==> src/rtl/trace_event_arbiter.sv <==
// trace_event_arbiter: detects edges on NUM_SRC monitored levels, timestamps
// them into one pending slot per source and round-robin schedules the pending
// events onto a single AXI4-Stream trace output.
// Optional feature macro: TRACE_TS_WRAP_MARK_EN (timestamp-wrap marker packet,
// src_id 8'hFF, with priority over all sources).
module trace_event_arbiter #(
  parameter int unsigned NUM_SRC   = 4,
  parameter int unsigned TS_WIDTH  = 32,
  parameter int unsigned CNT_WIDTH = 16
) (
  input  logic                 clk,
  input  logic                 resetn,
  input  logic                 enable,
  input  logic [NUM_SRC-1:0]   src_in,
  input  logic [NUM_SRC-1:0]   src_mask,
  input  logic [1:0]           edge_mode,
  output logic [TS_WIDTH+15:0] m_tdata,
  output logic                 m_tvalid,
  input  logic                 m_tready,
  output logic                 busy,
  output logic                 overflow,
  output logic [CNT_WIDTH-1:0] drop_cnt
);
  localparam int unsigned IDXW = (NUM_SRC > 1) ? $clog2(NUM_SRC) : 1;

  typedef enum logic [1:0] {ST_IDLE, ST_RUN, ST_DRAIN} state_e;

  state_e                 state_q, state_d;
  logic [NUM_SRC-1:0]     s0_q, s1_q, s2_q;
  logic [TS_WIDTH-1:0]    ts_q, ts_d;
  logic [NUM_SRC-1:0]     pend_q, pend_d;
  logic [TS_WIDTH-1:0]    slot_ts_q [NUM_SRC];
  logic [TS_WIDTH-1:0]    slot_ts_d [NUM_SRC];
  logic [NUM_SRC-1:0]     slot_rise_q, slot_rise_d;
  logic [IDXW-1:0]        rr_q, rr_d;
  logic [TS_WIDTH+15:0]   tdata_q, tdata_d;
  logic                   tvalid_q, tvalid_d;
  logic                   overflow_q, overflow_d;
  logic [CNT_WIDTH-1:0]   drop_cnt_q, drop_cnt_d;

  logic [NUM_SRC-1:0]     rise_raw, fall_raw, hit;
  logic [NUM_SRC-1:0]     granted_oh, keep, drop_vec, new_vec;
  logic                   grant_vld, load, wrap_pend, wrap_drop;
  logic [IDXW-1:0]        grant_idx;
  int unsigned            scan;
  int                     ndrop;
  logic [CNT_WIDTH+8:0]   ext;

`ifdef TRACE_TS_WRAP_MARK_EN
  logic wrap_pend_q, wrap_pend_d;
  assign wrap_pend = wrap_pend_q;
`else
  assign wrap_pend = 1'b0;
`endif

  assign rise_raw = s1_q & ~s2_q;
  assign fall_raw = ~s1_q & s2_q;
  assign hit      = ((rise_raw & {NUM_SRC{edge_mode[0]}}) | (fall_raw & {NUM_SRC{edge_mode[1]}}))
                    & src_mask & {NUM_SRC{state_q == ST_RUN}};
  assign load     = (!tvalid_q || m_tready) && ((|pend_q) || wrap_pend);

  // Round-robin search: first pending source at or after rr_q
  always_comb begin
    grant_vld = 1'b0;
    grant_idx = '0;
    scan      = 0;
    for (int unsigned k = 0; k < NUM_SRC; k++) begin
      scan = 32'(rr_q) + k;
      if (scan >= NUM_SRC) scan = scan - NUM_SRC;
      if (!grant_vld && pend_q[IDXW'(scan)]) begin
        grant_vld = 1'b1;
        grant_idx = IDXW'(scan);
      end
    end
  end

  // Output register: load a new packet when free/draining, else clear on handshake
  always_comb begin
    tvalid_d   = tvalid_q;
    tdata_d    = tdata_q;
    rr_d       = rr_q;
    granted_oh = '0;
    if (load) begin
      tvalid_d = 1'b1;
      if (wrap_pend) begin
        tdata_d = {{TS_WIDTH{1'b0}}, 8'hFF, 7'd0, 1'b0};
      end else if (grant_vld) begin
        tdata_d    = {slot_ts_q[grant_idx], 8'(grant_idx), 7'd0, slot_rise_q[grant_idx]};
        granted_oh = NUM_SRC'(1) << grant_idx;
        rr_d       = (32'(grant_idx) + 1 >= NUM_SRC) ? '0 : grant_idx + IDXW'(1);
      end
    end else if (m_tready) begin
      tvalid_d = 1'b0;
    end
  end

  // Capture: a slot being granted this cycle is free to take the new edge
  always_comb begin
    keep        = pend_q & ~granted_oh;
    drop_vec    = hit & keep;
    new_vec     = hit & ~keep;
    pend_d      = keep | hit;
    slot_rise_d = (slot_rise_q & ~new_vec) | (new_vec & rise_raw);
    slot_ts_d   = slot_ts_q;
    for (int unsigned i = 0; i < NUM_SRC; i++) begin
      if (new_vec[i]) slot_ts_d[i] = ts_q;
    end
  end

  // Control FSM, timestamp, wrap marker and drop accounting
  always_comb begin
    state_d    = state_q;
    ts_d       = ts_q;
    overflow_d = overflow_q;
    drop_cnt_d = drop_cnt_q;
    wrap_drop  = 1'b0;
    ext        = '0;
`ifdef TRACE_TS_WRAP_MARK_EN
    wrap_pend_d = wrap_pend_q;
    if (load) wrap_pend_d = 1'b0;
`endif
    unique case (state_q)
      ST_IDLE: begin
        if (enable) begin
          state_d    = ST_RUN;
          ts_d       = '0;
          overflow_d = 1'b0;
          drop_cnt_d = '0;
        end
      end
      ST_RUN: begin
        ts_d = ts_q + TS_WIDTH'(1);
        if (!enable) state_d = ST_DRAIN;
`ifdef TRACE_TS_WRAP_MARK_EN
        if (ts_q == '1) begin
          if (wrap_pend_q && !load) wrap_drop = 1'b1;
          else                      wrap_pend_d = 1'b1;
        end
`endif
      end
      ST_DRAIN: begin
        if (pend_q == '0 && !tvalid_q && !wrap_pend) state_d = ST_IDLE;
      end
      default: state_d = ST_IDLE;
    endcase
    ndrop = $countones(drop_vec) + int'(wrap_drop);
    if (ndrop != 0) begin
      overflow_d = 1'b1;
      ext        = {{9{1'b0}}, drop_cnt_q} + (CNT_WIDTH+9)'(ndrop);
      if (|ext[CNT_WIDTH+8:CNT_WIDTH]) drop_cnt_d = '1;
      else                             drop_cnt_d = ext[CNT_WIDTH-1:0];
    end
  end

  // State registers with asynchronous active-low reset
  always_ff @(posedge clk or negedge resetn) begin
    if (!resetn) begin
      s0_q        <= '0;
      s1_q        <= '0;
      s2_q        <= '0;
      state_q     <= ST_IDLE;
      ts_q        <= '0;
      pend_q      <= '0;
      slot_ts_q   <= '{default: '0};
      slot_rise_q <= '0;
      rr_q        <= '0;
      tdata_q     <= '0;
      tvalid_q    <= 1'b0;
      overflow_q  <= 1'b0;
      drop_cnt_q  <= '0;
    end else begin
      s0_q        <= src_in;
      s1_q        <= s0_q;
      s2_q        <= s1_q;
      state_q     <= state_d;
      ts_q        <= ts_d;
      pend_q      <= pend_d;
      slot_ts_q   <= slot_ts_d;
      slot_rise_q <= slot_rise_d;
      rr_q        <= rr_d;
      tdata_q     <= tdata_d;
      tvalid_q    <= tvalid_d;
      overflow_q  <= overflow_d;
      drop_cnt_q  <= drop_cnt_d;
    end
  end

`ifdef TRACE_TS_WRAP_MARK_EN
  // Wrap-marker pending flag
  always_ff @(posedge clk or negedge resetn) begin
    if (!resetn) wrap_pend_q <= 1'b0;
    else         wrap_pend_q <= wrap_pend_d;
  end
`endif

  assign m_tdata  = tdata_q;
  assign m_tvalid = tvalid_q;
  assign busy     = (state_q != ST_IDLE);
  assign overflow = overflow_q;
  assign drop_cnt = drop_cnt_q;

endmodule

==> config.mk <==
export PLATFORM = sky130hd
export DESIGN_NAME = trace_event_arbiter
export DESIGN_NICKNAME = d
export VERILOG_FILES = /design/src/rtl/trace_event_arbiter.sv
export SDC_FILE = /design/constraint.sdc
export NUM_CORES = 1
export LEC_CHECK = 0
export ABC_AREA = 1
export ABC_CLOCK_PERIOD_IN_PS = 12000
export BUFFER_PORTS_ARGS = -buffer_cell sky130_fd_sc_hd__buf_2
export CAP_MARGIN = 20
export CORE_UTILIZATION = 40
export DETAILED_ROUTE_END_ITERATION = 8
export GPL_TIMING_DRIVEN = 0
export SYNTH_ARGS = -nofsm -noshare
export SYNTH_HDL_FRONTEND = slang
export SYNTH_SLANG_ARGS = --single-unit
==> constraint.sdc <==
create_clock -name clk -period 12 [get_ports clk]
set_input_delay 0.6 -clock clk [delete_from_list [all_inputs] [get_ports clk]]
set_output_delay 0.6 -clock clk [all_outputs]
set_load 0.1 [all_outputs]
# Yosys cells after proc, flatten, opt, wreduce, memory -nomap -nowiden
# Cells that the tools add are included.
[classes]
shift = 1
addsub = 14
muxes = 43
reduce_logical = 24
n_eq_ne = 5
div = 0
magnitude_cmp = 11
multipliers = 0
n_bitwise = 20
[op_table]
columns = ["operator", "n"]
rows = [
  ["32-bit 2-to-1 mux", 3],
  ["32-bit binary-select mux with 2-bit select", 1],
  ["16-bit 2-to-1 mux", 4],
  ["32-bit one-hot mux with 2 select lines", 1],
  ["4-bit bitwise AND", 11],
  ["32-bit by 1-bit adder with 32-bit output (second input constant)", 1],
  ["32-bit nonzero test", 1],
  ["2-bit 2-to-1 mux", 12],
  ["4-bit NOT", 5],
  ["16-bit by 3-bit adder with 17-bit output", 1],
  ["3-bit greater-or-equal comparator (second input constant)", 5],
  ["2-bit by 3-bit less-than comparator with 1-bit output (second input constant)", 5],
  ["1-bit 2-to-1 mux", 14],
  ["4-bit OR", 3],
  ["1-bit binary-select mux with 2-bit select", 5],
  ["2-bit nonzero test", 5],
  ["9-bit OR reduction", 1],
  ["4-bit 2-to-1 mux", 2],
  ["2-bit by 1-bit subtractor with 2-bit output (second input constant)", 4],
  ["2-bit by 1-bit adder with 3-bit output (second input constant)", 2],
  ["2-bit by 2-bit adder with 3-bit output (second input constant)", 2],
  ["2-bit inequality test (second input constant)", 3],
  ["2-bit one-hot mux with 3 select lines", 1],
  ["2-bit AND reduction", 3],
  ["other kinds (15)", 23],
]
[totals]
input_bits = 14
latch_bits = 0
romBits = 0
ramBits = 0
output_inout_bits = 67
wordCells = 134
memories = 0
reg_bits = 237

# Longest topological paths before layout
[logic_depth]
ltp_word = 26
mapped_depth = 30

# Worst setup path before layout
# OpenSTA, ideal clock, no wires.
[synth_path]
path_kind = "flip-flop to flip-flop"
startpoint = "reg tvalid_q (netlist: m_tvalid)"
endpoint = "reg drop_cnt_q[5] (netlist: drop_cnt[5])"
arrival_ns = 4.643
path_slack_ns = 7.273
setup_ns = 0.083
period_less_slack_ns = 4.727
path_stages_with_launch = 24
path_cell_list = "dfrtp_1 nand2_1 nand2_1 inv_2 buf_2 nand2_1 o21ai_4 buf_2 nor2_1 fa_1 ha_1 ha_1 inv_1 fa_1 o21ai_0 nand3_1 inv_1 nand3_1 nor2_1 nand2_1 clkbuf_1 inv_1 o21ai_0 o21ai_0"
[synth_via]
elab_chain_cells = 13
[synth_rtl]
columns = ["element", "line", "text"]
rows = [
  ["from (decl)", "37", "logic tvalid_q, tvalid_d;"],
  ["from (signal assigned)", "182", "tvalid_q <= tvalid_d;"],
  ["1-bit zero test *", "60", "assign load = (!tvalid_q || m_tready) && ((|pend_q) || wrap_pend);"],
  ["1-bit logical OR *", "60", ""],
  ["1-bit logical AND *", "60", ""],
  ["4-bit 2-to-1 mux *", "83", "if (load) begin"],
  ["4-bit NOT *", "99", "keep = pend_q & ~granted_oh;"],
  ["4-bit bitwise AND *", "99", ""],
  ["4-bit bitwise AND *", "100", "drop_vec = hit & keep;"],
  ["1-bit by 1-bit adder with 2-bit output (not written as such)", "146", "ndrop = $countones(drop_vec) + int'(wrap_drop);"],
  ["2-bit by 2-bit adder with 3-bit output (not written as such) *", "146", ""],
  ["16-bit by 3-bit adder with 17-bit output", "149", "ext = {{9{1'b0}}, drop_cnt_q} + (CNT_WIDTH+9)'(ndrop);"],
  ["9-bit OR reduction", "150", "if (|ext[CNT_WIDTH+8:CNT_WIDTH]) drop_cnt_d = '1;"],
  ["16-bit 2-to-1 mux", "150", ""],
  ["16-bit 2-to-1 mux", "147", "if (ndrop != 0) begin"],
  ["to (signal assigned)", "184", "drop_cnt_q <= drop_cnt_d;"],
  ["to (decl)", "39", "logic [CNT_WIDTH-1:0] drop_cnt_q, drop_cnt_d;"],
]
# Mark *: on every way between the ends. The rest lies on a longest branch, timed or not.
# A chain may end at the register's enable or synchronous reset.

# Final worst setup path
[layout_path]
startpoint = "reg rr_q[0]"
endpoint = "reg drop_cnt_q[5] (netlist: drop_cnt[5])"
[layout_via]
elab_chain_cells = 26
[layout_rtl]
columns = ["element", "line", "text"]
rows = [
  ["from (decl)", "35", "logic [IDXW-1:0] rr_q, rr_d;"],
  ["from (signal assigned)", "180", "rr_q <= rr_d;"],
  ["parallel branches: the longest is 15 deep, another holds 2-bit by 1-bit adder with 3-bit output", "n/a", ""],
  ["4-bit 2-to-1 mux *", "87", "end else if (grant_vld) begin"],
  ["4-bit 2-to-1 mux *", "83", ""],
  ["4-bit NOT *", "99", ""],
  ["4-bit bitwise AND *", "99", ""],
  ["4-bit bitwise AND *", "100", ""],
  ["1-bit by 1-bit adder with 2-bit output (not written as such)", "146", ""],
  ["2-bit by 2-bit adder with 3-bit output (not written as such) *", "146", ""],
  ["16-bit by 3-bit adder with 17-bit output", "149", ""],
  ["9-bit OR reduction", "150", ""],
  ["16-bit 2-to-1 mux", "150", ""],
  ["16-bit 2-to-1 mux", "147", ""],
]
# Mark *: on every way between the ends. The select of a mux whose other input is x is not followed.

==> PnR_summary.wiki <==
{| class="wikitable"
! Metric !! Value
|-
| Clock tree skew after final layout || between 10 and 15 ps
|-
| Number of H-tree levels || 1
|-
| Maximum clock frequency || between 0.15 and 0.2 GHz
|-
| Slew margin rel. || 0.457
|-
| Number of buffers on the longest clock path || 3
|-
| Worst reg2reg path depth || 30
|-
| Pins Over Slew Limit || 0
|-
| WP data arrival || just under 6000 ps
|-
| Placer congestion estimate || a little under 0.9
|-
| Core region area || 28,800 µm²
|-
| Clock network latency to the later pin of the worst-skew pair || around 530 ps
|-
| Quantity of gates resized following cts || 0
|-
| Layout cell share with drive strength beyond 1 || 0.122
|-
| Per-cell routed wire length || 16.2 µm
|-
| Flop and latch count out of synthesis || 237
|-
| Multiplexer share of the synthesized area || 0.00171
|-
| Routed Antenna Nets || 0
|-
| Reg2reg end || drop_cnt[5]$_DFFE_PN0P_
|-
| Total Neg Setup Slack || 0 ps
|-
| Vias in the first global route || 9,525
|-
| RR Startpoint || rr_q[0]$_DFFE_PN0P_
|-
| Final cycle utilization of the critical path || 0.456
|-
| Hold Path End || s0_q[3]$_DFF_PN0_
|-
| Max capacitance violation total || 0
|-
| Dpl hpwl || 23,700 µm
|-
| Crit path launch type || flip-flop
|-
| Net load switching power || about 1.7 mW
|-
| Final core utilization || 0.469
|-
| Clock-pin slew reported for the worst setup and hold paths after clock tree synthesis || 60 ps
|-
| Sequential cell area fraction in the yosys report || 0.506
|-
| Global-route wire length before repair || ~53,000 µm
|-
| Power Dens Cells || approximately 260 nW/µm²
|-
| Combinational power share || 0.495
|-
| Vertical die dimension || between 150 and 200 µm
|-
| YS warnings || 0
|-
| Area fraction in compound gates after synthesis || 0.0540
|-
| Crit Path Category || reg -> reg
|-
| CP max stage delay || 500 ps
|-
| CTS Hold Buffers Added || 1
|-
| Adder-cell share of the synthesized area || 0.0109
|-
| Hold Vio Cnt, Final || 0
|-
| Static leakage || 7.13 nW
|-
| Layout Nets || ~1,700
|-
| Total setup violations reported at the end of the flow || 0
|-
| Actual transition at the worst max-transition pin || 814 ps
|-
| Via count of the routed design || about 10,000
|-
| Shortest clock period the worst path allows after layout || around 5500 ps
|-
| Ports placed on the boundary || 81
|-
| Synthesized-area fraction occupied by xor and xnor cells || 0.00449
|-
| Sequential fraction of design power || 0.280
|-
| DR vias/cell || about 4.9
|-
| Total standard cell area after synthesis || between 10,000 and 15,000 µm²
|-
| Total wire length after detailed routing || between 30,000 and 40,000 µm
|-
| Buffers on Ports || 67
|-
| Initial Utilization || 0.407
|-
| Outcome || finished clean
|-
| Endpoint class of the critical path || flip-flop
|-
| Largest fanout on the critical path || 10
|-
| Switching part of the total power || 0.488
|-
| Worst ir drop on vdd || 140 µV
|-
| Worst reg2reg setup slack || 6530 ps
|-
| Final instance area || ~14,000 µm²
|-
| Residual DRC count || 0
|-
| TritonCTS Buffers || 27
|-
| Number of clock sinks || ~240
|-
| Post-route worst hold slack || 180 ps
|-
| Root buffer selected by CTS || sky130_fd_sc_hd__clkbuf_16
|-
| First-pass DRT Iterations || 5
|-
| RSZ-0062 raised after global routing || no
|-
| Signed area change from the synthesized netlist to the final layout || 15.3%
|-
| Antenna violations before repair || 0
|-
| Simple-gate portion of the synthesized area || 0.331
|-
| Distinct cell type count of the synthesized netlist || 36
|-
| Post-synthesis average cell area || 7.63 µm²
|-
| Gate count after technology mapping || between 1,500 and 2,000
|-
| Cell occurring most often along the worst timing path || sky130_fd_sc_hd__nand2_1
|-
| Die outline area || around 30,000 µm²
|-
| Dominant combinational cell family by area after synthesis || simple AND/OR/NAND/NOR gates
|-
| Critical-path cell with the highest stage delay || sky130_fd_sc_hd__fa_1
|-
| Startpoint of the most critical hold path || src_in[3]
|-
| Total grt overflow || 0
|-
| Cell Int Power || approximately 1.8 mW
|-
| Depth of the worst hold-timing path || 1
|-
| Number of inserted diodes || 0
|-
| Number of buffers inserted by post-CTS setup repair || 0
|-
| Starting DRT DRC Count || about 760
|-
| DIE WIDTH || roughly 170 µm
|-
| Total GRT Usage || 0.223
|-
| Largest net degree at the start of global routing || about 110
|-
| Clock tree from TritonCTS || done
|-
| Clock share of power || 0.225
|-
| Critical path data required time || 12,440 ps
|-
| Placed Area || between 10,000 and 15,000 µm²
|-
| Site Rows || 62
|-
| Worst hold-check path type || in -> reg
|}
placed cells by master (no fill, tap or decap), types with 14 or more instances in the layout:
| cell type | instances |
|---|---|
| sky130_fd_sc_hd__or2_2 | 20 |
| sky130_fd_sc_hd__buf_4 | 18 |
| sky130_fd_sc_hd__nor2_1 | 50 |
| sky130_fd_sc_hd__buf_2 | 98 |
| sky130_fd_sc_hd__clkbuf_16 | 27 |
| sky130_fd_sc_hd__o21ai_0 | 82 |
| sky130_fd_sc_hd__nor3_1 | 14 |
| sky130_fd_sc_hd__dfrtp_1 | 237 |
| sky130_fd_sc_hd__clkbuf_1 | 37 |
| sky130_fd_sc_hd__inv_1 | 152 |
| sky130_fd_sc_hd__nand3_1 | 205 |
| sky130_fd_sc_hd__nand2_1 | 574 |
| sky130_fd_sc_hd__nand4_1 | 41 |
logic make-up after synthesis:
logic type      Yosys count
xor+xnor                  6
other cells               1
flops                   237
mux                       2
compound gates          115
fa+ha+maj                 9
simple gates            912
buf+inv                 253
routing by layer:
layer,vias up,part of all wire,track usage
met5,-,0,0
met4,0,0.015,0.0494
met3,38,0.045,0.0220
met2,238,0.46,0.357
met1,4765,0.48,0.326
li1,5084,-,-
critical path: cells and delay by family (launching register included):
kind | cells | cell delay [ps]
AND/OR/NAND/NOR | 15 | 1610
buffers and inverters | 7 | 1240
adder cells (fa/ha/maj) | 5 | 1670
AO/OA/AOI/OAI | 3 | 440
flip-flops | 1 | 410
how the worst max path moves through the flow:
stage	startpoint	endpoint	cells after the start
after CTS	rr_q[0]$_DFFE_PN0P_	drop_cnt[4]$_DFFE_PN0P_	30
after floorplan	m_tvalid$_DFFE_PN0P_	drop_cnt[5]$_DFFE_PN0P_	23
after global routing	rr_q[0]$_DFFE_PN0P_	drop_cnt[4]$_DFFE_PN0P_	29
final	rr_q[0]$_DFFE_PN0P_	drop_cnt[5]$_DFFE_PN0P_	30
after detailed placement	rr_q[0]$_DFFE_PN0P_	drop_cnt[4]$_DFFE_PN0P_	30
after global placement	resetn	drop_cnt[8]$_DFFE_PN0P_	1
cells in the mapped netlist, drive strengths merged:
| master | count | area (µm²) |
|---|---|---|
| a21boi | 1 | 7.51 |
| a21o | 1 | 7.51 |
| a21oi | 13 | 65.1 |
| a22oi | 2 | 15.0 |
| a31oi | 1 | 6.26 |
| buf | 55 | 322 |
| clkbuf | 34 | 128 |
| clkinv | 3 | 11.3 |
| conb | 1 | 3.75 |
| dfrtp | 237 | 5930 |
| fa | 2 | 40.0 |
| ha | 7 | 87.6 |
| inv | 161 | 604 |
| mux2i | 2 | 20.0 |
| nand2 | 579 | 2190 |
| nand3 | 206 | 1040 |
| nand4 | 41 | 257 |
| nor2 | 52 | 210 |
| nor3 | 14 | 70.1 |
| o211ai | 3 | 22.5 |
| o21ai | 85 | 448 |
| o22ai | 7 | 43.8 |
| o31a | 1 | 8.76 |
| o32ai | 1 | 8.76 |
| or2 | 20 | 125 |
| xnor2 | 1 | 8.76 |
| xor2 | 5 | 43.8 |
power by group through the flow:
stage               logic [mW]  registers [mW]  clock network [mW]
floorplan                0.963            1.30                   0
CTS                       1.76           0.995               0.810
detailed placement        1.75            1.01                   0
global route              1.92            1.01               0.842
global placement          1.74            1.01                   0
finish                    1.76           0.996               0.798
cell type report:
class                   count  area [µm²]
repair buffers             70         410
clock buffers              39         811
flip-flops and latches    237        5930
well taps                 384         480
multi-input cells        1057        4770
clock inverters             8        46.3
fillers                  2932       15300
inverters                 164         616
plain buffers              89         449
registers in the layout (all words and copies together), names as in the netlist, named ones only:
signal	count
state_q	2
pend_q	4
slot_ts_q	128
s0_q	4
ts_q	32
m_tdata	35
overflow	1
m_tvalid	1
drop_cnt	16
rr_q	2
s2_q	4
s1_q	4
through the flow:
step                total power [mW]  cells  setup WS (ps)
CTS                             3.57   2048           6580
global placement                2.74   1998           5870
finish                          3.55   2048           6530
detailed placement              2.76   2000           6590
global route                    3.77   2048           5980
floorplan                       2.26   1547           7270
No activity file was read; power rests on OpenSTA's default activity.
